$ cat config.mk
export PLATFORM = sky130hd
export DESIGN_NAME = det_frame_arbiter_flat
export DESIGN_NICKNAME = d
export VERILOG_FILES = /design/src/rtl/det_frame_arbiter_if.sv /design/src/rtl/det_frame_arbiter.sv /design/src/flat_wrapper.sv
export SDC_FILE = /design/constraint.sdc
export NUM_CORES = 1
export LEC_CHECK = 0
export ABC_AREA = 1
export CORE_ASPECT_RATIO = 0.7
export CORE_UTILIZATION = 51
export DETAILED_ROUTE_END_ITERATION = 12
export PLACE_DENSITY_LB_ADDON = 0.15
export SETUP_SLACK_MARGIN = 0.02
export SYNTH_ARGS = -nofsm -noshare
export SYNTH_HDL_FRONTEND = slang
export SYNTH_SLANG_ARGS = --single-unit
$ cat constraint.sdc
create_clock -name Clk -period 2.53 [get_ports Clk]
set_input_delay 0.506 -clock Clk [delete_from_list [all_inputs] [get_ports Clk]]
set_output_delay 0.506 -clock Clk [all_outputs]
set_load 0.05 [all_outputs]
$ cat src/rtl/det_frame_arbiter_if.sv
// Bundle of the requester and detector signals around det_frame_arbiter.
// Handshake: a requester holds ReqN (and DataN stable) until it sees the
// one-cycle GntN pulse. DataN is captured on the grant edge. Busy stays high
// from the grant cycle through the Done cycle. Done is a one-cycle pulse
// during which Count/Owner describe the finished frame.
interface det_frame_arbiter_if #(
  parameter int WIDTH = 8,
  parameter int CNT_W = 4
);
  logic             Req0;
  logic             Req1;
  logic [WIDTH-1:0] Data0;
  logic [WIDTH-1:0] Data1;
  logic             Gnt0;
  logic             Gnt1;
  logic             Sin;
  logic             DetRst;
  logic             Det;
  logic             Busy;
  logic             Done;
  logic [CNT_W-1:0] Count;
  logic             Owner;

  // Requester/detector side: drives requests, words and the detector output.
  modport master (
    output Req0, Req1, Data0, Data1, Det,
    input  Gnt0, Gnt1, Sin, DetRst, Busy, Done, Count, Owner
  );

  // Arbiter side.
  modport slave (
    input  Req0, Req1, Data0, Data1, Det,
    output Gnt0, Gnt1, Sin, DetRst, Busy, Done, Count, Owner
  );
endinterface

$ cat src/rtl/det_frame_arbiter.sv
// det_frame_arbiter: shares one serial Mealy detector between two requesters.
// The granted word is shifted MSB-first onto Sin and detector matches are
// counted per bit. The detector is held in reset for the CLEAR cycle of every
// frame so no state leaks between frames.
// Optional feature macro: ROUND_ROBIN_EN (tie goes to the requester that did
// not own the previous frame). Without it, Req0 has fixed priority.
// dbg_state exposes the FSM state for checkers.
module det_frame_arbiter #(
  parameter int WIDTH = 8,
  parameter int CNT_W = 4
) (
  input  logic                Clk,
  input  logic                Reset,
  det_frame_arbiter_if.slave  bus,
  output logic [1:0]          dbg_state
);

  typedef enum logic [1:0] {
    IDLE  = 2'd0,
    CLEAR = 2'd1,
    SHIFT = 2'd2,
    DONE  = 2'd3
  } state_t;

  localparam int BIT_W = (WIDTH > 1) ? $clog2(WIDTH) : 1;
  localparam logic [BIT_W-1:0] LAST_BIT = BIT_W'(WIDTH - 1);
  localparam logic [CNT_W-1:0] CNT_MAX  = '1;

  state_t           state_q, state_d;
  logic [WIDTH-1:0] sr_q, sr_d;
  logic [BIT_W-1:0] bit_q, bit_d;
  logic [CNT_W-1:0] count_q, count_d;
  logic             owner_q, owner_d;
  logic             gnt0_q, gnt0_d;
  logic             gnt1_q, gnt1_d;
  logic             sin_q, sin_d;
  logic             detrst_q, detrst_d;
  logic             busy_q, busy_d;
  logic             done_q, done_d;
  logic             win;

`ifdef ROUND_ROBIN_EN
  // prio_q names the requester that wins a tie; 0 after reset.
  logic prio_q, prio_d;

  // Tie-break by pointer, lone requester always wins.
  always_comb begin
    win = bus.Req1 & (~bus.Req0 | prio_q);
  end
`else
  // Fixed priority: Req0 beats Req1.
  always_comb begin
    win = bus.Req1 & ~bus.Req0;
  end
`endif

  // Next-state and next-output logic; every output is registered below.
  always_comb begin
    state_d  = state_q;
    sr_d     = sr_q;
    bit_d    = bit_q;
    count_d  = count_q;
    owner_d  = owner_q;
    gnt0_d   = 1'b0;
    gnt1_d   = 1'b0;
    sin_d    = 1'b0;
    detrst_d = 1'b1;
    busy_d   = 1'b0;
    done_d   = 1'b0;
`ifdef ROUND_ROBIN_EN
    prio_d   = prio_q;
`endif
    case (state_q)
      IDLE: begin
        if (bus.Req0 || bus.Req1) begin
          state_d  = CLEAR;
          owner_d  = win;
          sr_d     = win ? bus.Data1 : bus.Data0;
          gnt0_d   = ~win;
          gnt1_d   = win;
          detrst_d = 1'b0;
          busy_d   = 1'b1;
          count_d  = '0;
          bit_d    = '0;
`ifdef ROUND_ROBIN_EN
          prio_d   = ~win;
`endif
        end
      end
      CLEAR: begin
        state_d = SHIFT;
        sin_d   = sr_q[WIDTH-1];
        sr_d    = {sr_q[WIDTH-2:0], 1'b0};
        busy_d  = 1'b1;
      end
      SHIFT: begin
        busy_d = 1'b1;
        // Det reflects the bit currently on Sin.
        if (bus.Det && (count_q != CNT_MAX)) begin
          count_d = count_q + 1'b1;
        end
        if (bit_q == LAST_BIT) begin
          state_d = DONE;
          done_d  = 1'b1;
        end else begin
          sin_d = sr_q[WIDTH-1];
          sr_d  = {sr_q[WIDTH-2:0], 1'b0};
          bit_d = bit_q + 1'b1;
        end
      end
      DONE: begin
        state_d = IDLE;
      end
      default: begin
        state_d = IDLE;
      end
    endcase
  end

  // State and output registers; reset abandons any frame in flight.
  always_ff @(posedge Clk or negedge Reset) begin
    if (!Reset) begin
      state_q  <= IDLE;
      sr_q     <= '0;
      bit_q    <= '0;
      count_q  <= '0;
      owner_q  <= 1'b0;
      gnt0_q   <= 1'b0;
      gnt1_q   <= 1'b0;
      sin_q    <= 1'b0;
      detrst_q <= 1'b0;
      busy_q   <= 1'b0;
      done_q   <= 1'b0;
`ifdef ROUND_ROBIN_EN
      prio_q   <= 1'b0;
`endif
    end else begin
      state_q  <= state_d;
      sr_q     <= sr_d;
      bit_q    <= bit_d;
      count_q  <= count_d;
      owner_q  <= owner_d;
      gnt0_q   <= gnt0_d;
      gnt1_q   <= gnt1_d;
      sin_q    <= sin_d;
      detrst_q <= detrst_d;
      busy_q   <= busy_d;
      done_q   <= done_d;
`ifdef ROUND_ROBIN_EN
      prio_q   <= prio_d;
`endif
    end
  end

  assign bus.Gnt0   = gnt0_q;
  assign bus.Gnt1   = gnt1_q;
  assign bus.Sin    = sin_q;
  assign bus.DetRst = detrst_q;
  assign bus.Busy   = busy_q;
  assign bus.Done   = done_q;
  assign bus.Count  = count_q;
  assign bus.Owner  = owner_q;
  assign dbg_state  = state_q;

endmodule

$ cat src/flat_wrapper.sv
// flat-port wrapper written by rule: the top's interface ports become plain ports
module det_frame_arbiter_flat 
#(
  parameter int WIDTH = 8,
  parameter int CNT_W = 4
)
  (Clk, Reset, dbg_state, bus_Req0, bus_Req1, bus_Data0, bus_Data1, bus_Det, bus_Gnt0, bus_Gnt1, bus_Sin, bus_DetRst, bus_Busy, bus_Done, bus_Count, bus_Owner);
  det_frame_arbiter_if #(.WIDTH(WIDTH), .CNT_W(CNT_W)) bus_i ();
  input  logic Clk;
  input  logic Reset;
  output logic [1:0] dbg_state;
  input wire logic [$bits(bus_i.Req0)-1:0] bus_Req0;
  input wire logic [$bits(bus_i.Req1)-1:0] bus_Req1;
  input wire logic [$bits(bus_i.Data0)-1:0] bus_Data0;
  input wire logic [$bits(bus_i.Data1)-1:0] bus_Data1;
  input wire logic [$bits(bus_i.Det)-1:0] bus_Det;
  output wire logic [$bits(bus_i.Gnt0)-1:0] bus_Gnt0;
  output wire logic [$bits(bus_i.Gnt1)-1:0] bus_Gnt1;
  output wire logic [$bits(bus_i.Sin)-1:0] bus_Sin;
  output wire logic [$bits(bus_i.DetRst)-1:0] bus_DetRst;
  output wire logic [$bits(bus_i.Busy)-1:0] bus_Busy;
  output wire logic [$bits(bus_i.Done)-1:0] bus_Done;
  output wire logic [$bits(bus_i.Count)-1:0] bus_Count;
  output wire logic [$bits(bus_i.Owner)-1:0] bus_Owner;
  assign bus_i.Req0 = bus_Req0;
  assign bus_i.Req1 = bus_Req1;
  assign bus_i.Data0 = bus_Data0;
  assign bus_i.Data1 = bus_Data1;
  assign bus_i.Det = bus_Det;
  assign bus_Gnt0 = bus_i.Gnt0;
  assign bus_Gnt1 = bus_i.Gnt1;
  assign bus_Sin = bus_i.Sin;
  assign bus_DetRst = bus_i.DetRst;
  assign bus_Busy = bus_i.Busy;
  assign bus_Done = bus_i.Done;
  assign bus_Count = bus_i.Count;
  assign bus_Owner = bus_i.Owner;
  det_frame_arbiter #(.WIDTH(WIDTH), .CNT_W(CNT_W)) u_core (.Clk(Clk), .Reset(Reset), .bus(bus_i), .dbg_state(dbg_state));
endmodule
# [Yosys cells after proc, flatten, opt, wreduce, memory -nomap -nowiden]
# Cells that the tools add are included.
[op_classes] n_addsub=2 eq_ne=9 mux=25 bitwise_logic=3 reduce_logical=11
[ops] cell="two-way mux 8 bit" count=3
[ops] cell="one-hot mux 8 bit (3 select lines)" count=1
[ops] cell="two-way mux 1 bit" count=10
[ops] cell="AND reduction 3 bit" count=3
[ops] cell="two-way mux 4 bit" count=2
[ops] cell="one-hot mux 2 bit (4 select lines)" count=1
[ops] cell="one-hot mux 4 bit (2 select lines)" count=1
[ops] cell="two-way mux 3 bit" count=2
[ops] cell="!= test 2 x 1 -> 1 bit, second input constant" count=3
[ops] cell="one-hot mux 3 bit (2 select lines)" count=1
[ops] cell="adder 4 x 1 -> 4 bit, second input constant" count=1
[ops] cell="equality test 2 bit, second input constant" count=2
[ops] cell="two-way mux 2 bit" count=2
[ops] cell="!= test 4 bit, second input constant" count=1
[ops] cell="one-hot mux 1 bit (2 select lines)" count=2
[ops] cell="AND reduction 2 bit" count=2
[ops] cell="adder 3 x 1 -> 3 bit, second input constant" count=1
[ops] cell="equality test 3 bit, second input constant" count=1
[ops] cell="nonzero test 3 bit" count=1
[ops] cell="equality test 2 x 1 -> 1 bit, second input constant" count=1
[ops] cell="logical NOT 2 bit" count=1
[ops] cell="!= test 2 bit, second input constant" count=1
[ops] cell="NOT 1 bit" count=2
[ops] cell="nonzero test 2 bit" count=1
[ops] cell="4 further kinds" count=4
[totals] ff_bits=24 elab_cells=61

# [Logic depth before layout (Yosys ltp)]
[depth] depth_word=5 ltp_mapped=11 depth_no_buf=9

# [Worst setup path after synthesis]
# Ideal clock, no wire load.
[synth_timing] kind="reg2reg" from="register u_core.state_q[0] (netlist: u_core.dbg_state[0])" to="register u_core.sr_q[7]" t_arrival_ps=1673 required_time_ps=2465 setup_slack_ps=793 stages_incl_launch_ff=12 path_buffers=2 period_less_slack_ps=1737 cell_sequence="dfrtp_1 > inv_1 > ha_1 > buf_6 > nand2_4 > inv_2 > nor2_4 > nand2_4 > buf_6 > nor2_2 > nand2_1 > nand2_1"
[synth_between] elab_chain_cells=3 word_cells_on_any_way=8 classes_between="eq/ne: 4; mux: 1; reduce/logical: 3"
[synth_lines] item="start, declared" line_no="det_frame_arbiter.sv:29" source="state_t state_q, state_d;"
[synth_lines] item="start signal, assigned" line_no="det_frame_arbiter.sv:138" source="state_q <= state_d;"
[synth_lines] item="equality test 2 bit (tied with other cells)" line_no="det_frame_arbiter.sv:73" source="case (state_q)"
[synth_lines] item="!= test 2 bit (no line) (tied with other cells)"
[synth_lines] item="AND reduction 3 bit (no line)"
[synth_lines] item="end signal, assigned" line_no="det_frame_arbiter.sv:139" source="sr_q <= sr_d;"
[synth_lines] item="end, declared" line_no="det_frame_arbiter.sv:30" source="logic [WIDTH-1:0] sr_q, sr_d;"
# Parallel ways exist; a longest one is shown, timed or not.
# A chain may end at the register's enable or synchronous reset.

# [Worst setup path after layout]
[layout_timing] from="register u_core.state_q[1] (netlist: u_core.dbg_state[1])" to="output dbg_state[1]"
[layout_lines] item="end, declared" line_no="flat_wrapper.sv:11" source="output logic [1:0] dbg_state;"
# No word-level cell between the ends.

==> impl_results.rst <==
.. list-table::
   :header-rows: 1

   * - Metric
     - Value
   * - Result of the run
     - finished, final reports clean
   * - Detailed-route DRC error count
     - 0
   * - Top-area cell type share of the netlist area
     - 46.4%
   * - Clock tree from TritonCTS
     - yes
   * - Worst-path cell chain
     - clkdlybuf4s50_1
   * - RSZ-0062 raised after global routing
     - false
   * - # fillers
     - 187
   * - Crit path largest cell delay
     - 840 ps
   * - Antenna cells
     - 0
   * - GRT overflow
     - 0
   * - Core region area
     - 0.00228 mm2
   * - Setup TNS
     - 0 ps
   * - Rows
     - 14
   * - Area Overhead vs Synth
     - 29.5%
   * - Quantity of I/O buffers inserted on ports
     - 33
   * - Arrival time of the worst setup path
     - 1630 ps
   * - Total number of vias
     - 1188
   * - Power dissipated by switching net loads
     - 1.03 mW
   * - Worst slack after detailed placement
     - 489 ps
   * - Main area contributors after synthesis
     - sky130_fd_sc_hd__dfrtp_1 (46%), sky130_fd_sc_hd__nand2_1 (19%), sky130_fd_sc_hd__ha_1 (6.8%)
   * - Maximum fanout along the worst path
     - 5
   * - Mean post-synth cell area
     - 7.70 um2
   * - Clock latency on the worst-skew pair
     - 310 ps
   * - Number of H-tree levels
     - 1
   * - Dominant synthesized flop cell
     - sky130_fd_sc_hd__dfrtp_1
   * - Number of flops mapped to enable cells by yosys
     - 0
   * - Number of global-route vias before repair
     - 1162
   * - Count of boundary I/O pins
     - 34
   * - Post-cts resize count
     - 0
   * - Worst EP required
     - 2020 ps
   * - 1st-iter DRT viols
     - 44
   * - Relative contribution of the clock network to total power
     - 9.7%
   * - Worst Hold Class
     - register to register
   * - Total count of max-transition violations in the final report
     - 0
   * - Quantity of hold-fixing buffers added after cts
     - 0
   * - CTS clock-pin slew for the worst setup and hold paths
     - 120 ps
   * - Register bit total from synthesis
     - 24
   * - Warnings from Yosys
     - 0
   * - Die width
     - 62.2 um
   * - Period utilization
     - 84.3%
   * - Layout Cells excl Fill
     - 234
   * - Combined area of all synthesized cells
     - 0.00129 mm2
   * - Number of nets in the layout
     - 231
   * - Clock buffer count from CTS
     - 3
   * - TritonCTS sink count
     - 24
   * - Internal Power
     - 1.04 mW
   * - Top-count cell post-synth
     - sky130_fd_sc_hd__nand2_1
   * - Buffer levels on the longest clock path
     - 2
   * - Fraction of power spent switching nets
     - 49.6%
   * - Combinational group share of total power
     - 58.9%
   * - Cell type contributing the most total cell area after synthesis
     - sky130_fd_sc_hd__dfrtp_1
   * - Slowest cell on crit path
     - sky130_fd_sc_hd__clkdlybuf4s50_1
   * - Number of vias per cell after detailed routing
     - 5.08
   * - Routed WL
     - 2.81 mm
   * - Antenna violations before repair
     - 0
   * - Post-layout worst setup margin
     - 397 ps
   * - Count of antenna-violating nets left after detailed routing
     - 0
   * - Top Family by Delay on Critical Path
     - buffers and inverters
   * - Pwr dens
     - 1240 mW/mm2
   * - Maximum vdd ir drop
     - 0.842 mV
   * - Shortest period the worst path allows
     - 2130 ps
   * - Crit path kind
     - register to primary output
   * - Lkg Pwr
     - 0.878 nW
   * - Final setup violating endpoints
     - 0
   * - Number of instances in the synthesized netlist
     - 168
   * - Mapped Nets
     - 196
   * - Bufs and invs on worst path
     - 1
   * - Share of synthesized registers carrying an async set or reset
     - 100%
   * - GPL Wtd Cong
     - 0.797
   * - Half-perimeter wire length of the detailed placement result
     - 2.14 mm
   * - Instance count after placement with tap cells included
     - 230
   * - Synth top cells by count
     - sky130_fd_sc_hd__nand2_1 (67), sky130_fd_sc_hd__dfrtp_1 (24), sky130_fd_sc_hd__nor2_1 (21)
   * - TritonRoute pass-1 iters
     - 4
   * - Worst-margin pin slew
     - 497 ps
   * - Critical path launch point type
     - register
   * - Detailed-route wire length per cell
     - 12.0 um
   * - # Max-Cap Violations
     - 0
   * - Initial cell density of the core
     - 56.8%
   * - Post-CTS setup buffer count
     - 0
   * - Root Buffer
     - sky130_fd_sc_hd__clkbuf_4
   * - GRT Util Overall
     - 22.1%
   * - Fraction of the yosys area taken by sequential cells
     - 46.4%
   * - Final count of hold timing violations
     - 0
   * - Relative max-transition margin
     - 66.7%
   * - Fraction of layout instances using a drive strength above 1
     - 6.44%
   * - Distinct cell type count of the synthesized netlist
     - 20
   * - Reg power frac
     - 31.4%
   * - Vertical die dimension
     - 44.1 um
   * - Maximum number of pins on one net before global-route repair
     - 25
   * - Area of the die
     - 0.00275 mm2
   * - Achievable Freq
     - 469 MHz
   * - Clock Skew
     - 1.90 ps
   * - Critical Path End Type
     - primary output
   * - First-pass GRT wire length
     - 4.71 mm
[cell families after synthesis]
kind of cell | count (synthesis) | share of synthesized area [%]
simple gates | 109 | 35.6
flops | 24 | 46.4
buf+inv | 17 | 6.29
compound gates | 11 | 4.93
fa+ha+maj | 7 | 6.77
[worst paths after layout]
| check | start | to | slack [ps] | depth (start not counted) |
|---|---|---|---|---|
| worst min-delay path | u_core.sr_q[1]$_DFFE_PN0P_ | u_core.sr_q[1]$_DFFE_PN0P_ | 490 | 2 |
| min in group asynchronous | Reset | u_core.bus.Count[1]$_DFFE_PN0P_ | 540 | 2 |
| max in group asynchronous | Reset | u_core.bus.Count[3]$_DFFE_PN0P_ | 1760 | 2 |
| worst min register to register | u_core.sr_q[1]$_DFFE_PN0P_ | u_core.sr_q[1]$_DFFE_PN0P_ | 490 | 2 |
| worst max-delay path | u_core.dbg_state[1]$_DFFE_PN0P_ | dbg_state[1] | 400 | 1 |
| worst max register to register | u_core.dbg_state[1]$_DFFE_PN0P_ | u_core.sr_q[2]$_DFFE_PN0P_ | 750 | 7 |
[sequential cells by signal, indices dropped and copies added (netlist names)]
name and cells:
u_core.bit_q 3, u_core.bus.Busy 1, u_core.bus.Count 4, u_core.bus.DetRst 1, u_core.bus.Done 1, u_core.bus.Gnt0 1
u_core.bus.Gnt1 1, u_core.bus.Owner 1, u_core.bus.Sin 1, u_core.dbg_state 2, u_core.sr_q 8
[tightest hold or removal path: cells and delay by family (launching register included)]
family | cells | cell delay [ps]
and+or+nand+nor | 2 | 100
DFF | 1 | 360
[cell usage in the layout, fill, tap and decap left out, drive strengths merged, types with 4 or more instances in the layout]
cell | Yosys | routed
a21oi | 4 | 4
clkbuf | 0 | 4
clkdlybuf4s50 | 0 | 33
dfrtp | 24 | 24
ha | 7 | 7
inv | 12 | 12
nand2 | 70 | 70
nand3 | 14 | 14
nor2 | 24 | 24
o21ai | 6 | 6
[routing by layer]
metal  GRT usage (%)  share of wire (%)
met3            5.41                4.5
met5               0                  0
met2            38.2                 46
met4            10.2                2.0
met1            27.0                 48
[power by group through the flow]
stage | Clock [mW] | Combinational [mW] | Sequential (mW)
6_report | 0.201 | 1.22 | 0.650
5_1_grt | 0.214 | 1.35 | 0.668
4_1_cts | 0.206 | 1.22 | 0.649
3_5_place_dp | 0 | 1.21 | 0.655
3_3_place_gp | 0 | 1.17 | 0.646
2_1_floorplan | 0 | 0.685 | 0.876
[per-stage QoR]
step / power, mW / hold slack [ps] / util, % / instance area [um2]
after floorplan: 1.56 / 210 / - / 1290
after global placement: 1.82 / 462 / 72.0 / 1640
after detailed placement: 1.87 / 466 / 72.0 / 1640
after CTS: 2.07 / 499 / 73.6 / 1680
after global routing: 2.23 / 528 / 73.6 / 1680
final: 2.07 / 494 / 73.6 / 1680
[cell type report]
| class | instances | area [um2] | area share (%) |
|---|---|---|---|
| tap | 32 | 40.0 | 2.39 |
| timing repair buffer | 34 | 338 | 20.2 |
| sequential | 24 | 601 | 35.8 |
| inverter | 13 | 48.8 | 2.91 |
| clock buffer | 4 | 36.3 | 2.17 |
| multi-input combinational | 127 | 612 | 36.5 |
Note: power is estimated with default switching activity, not from simulation.
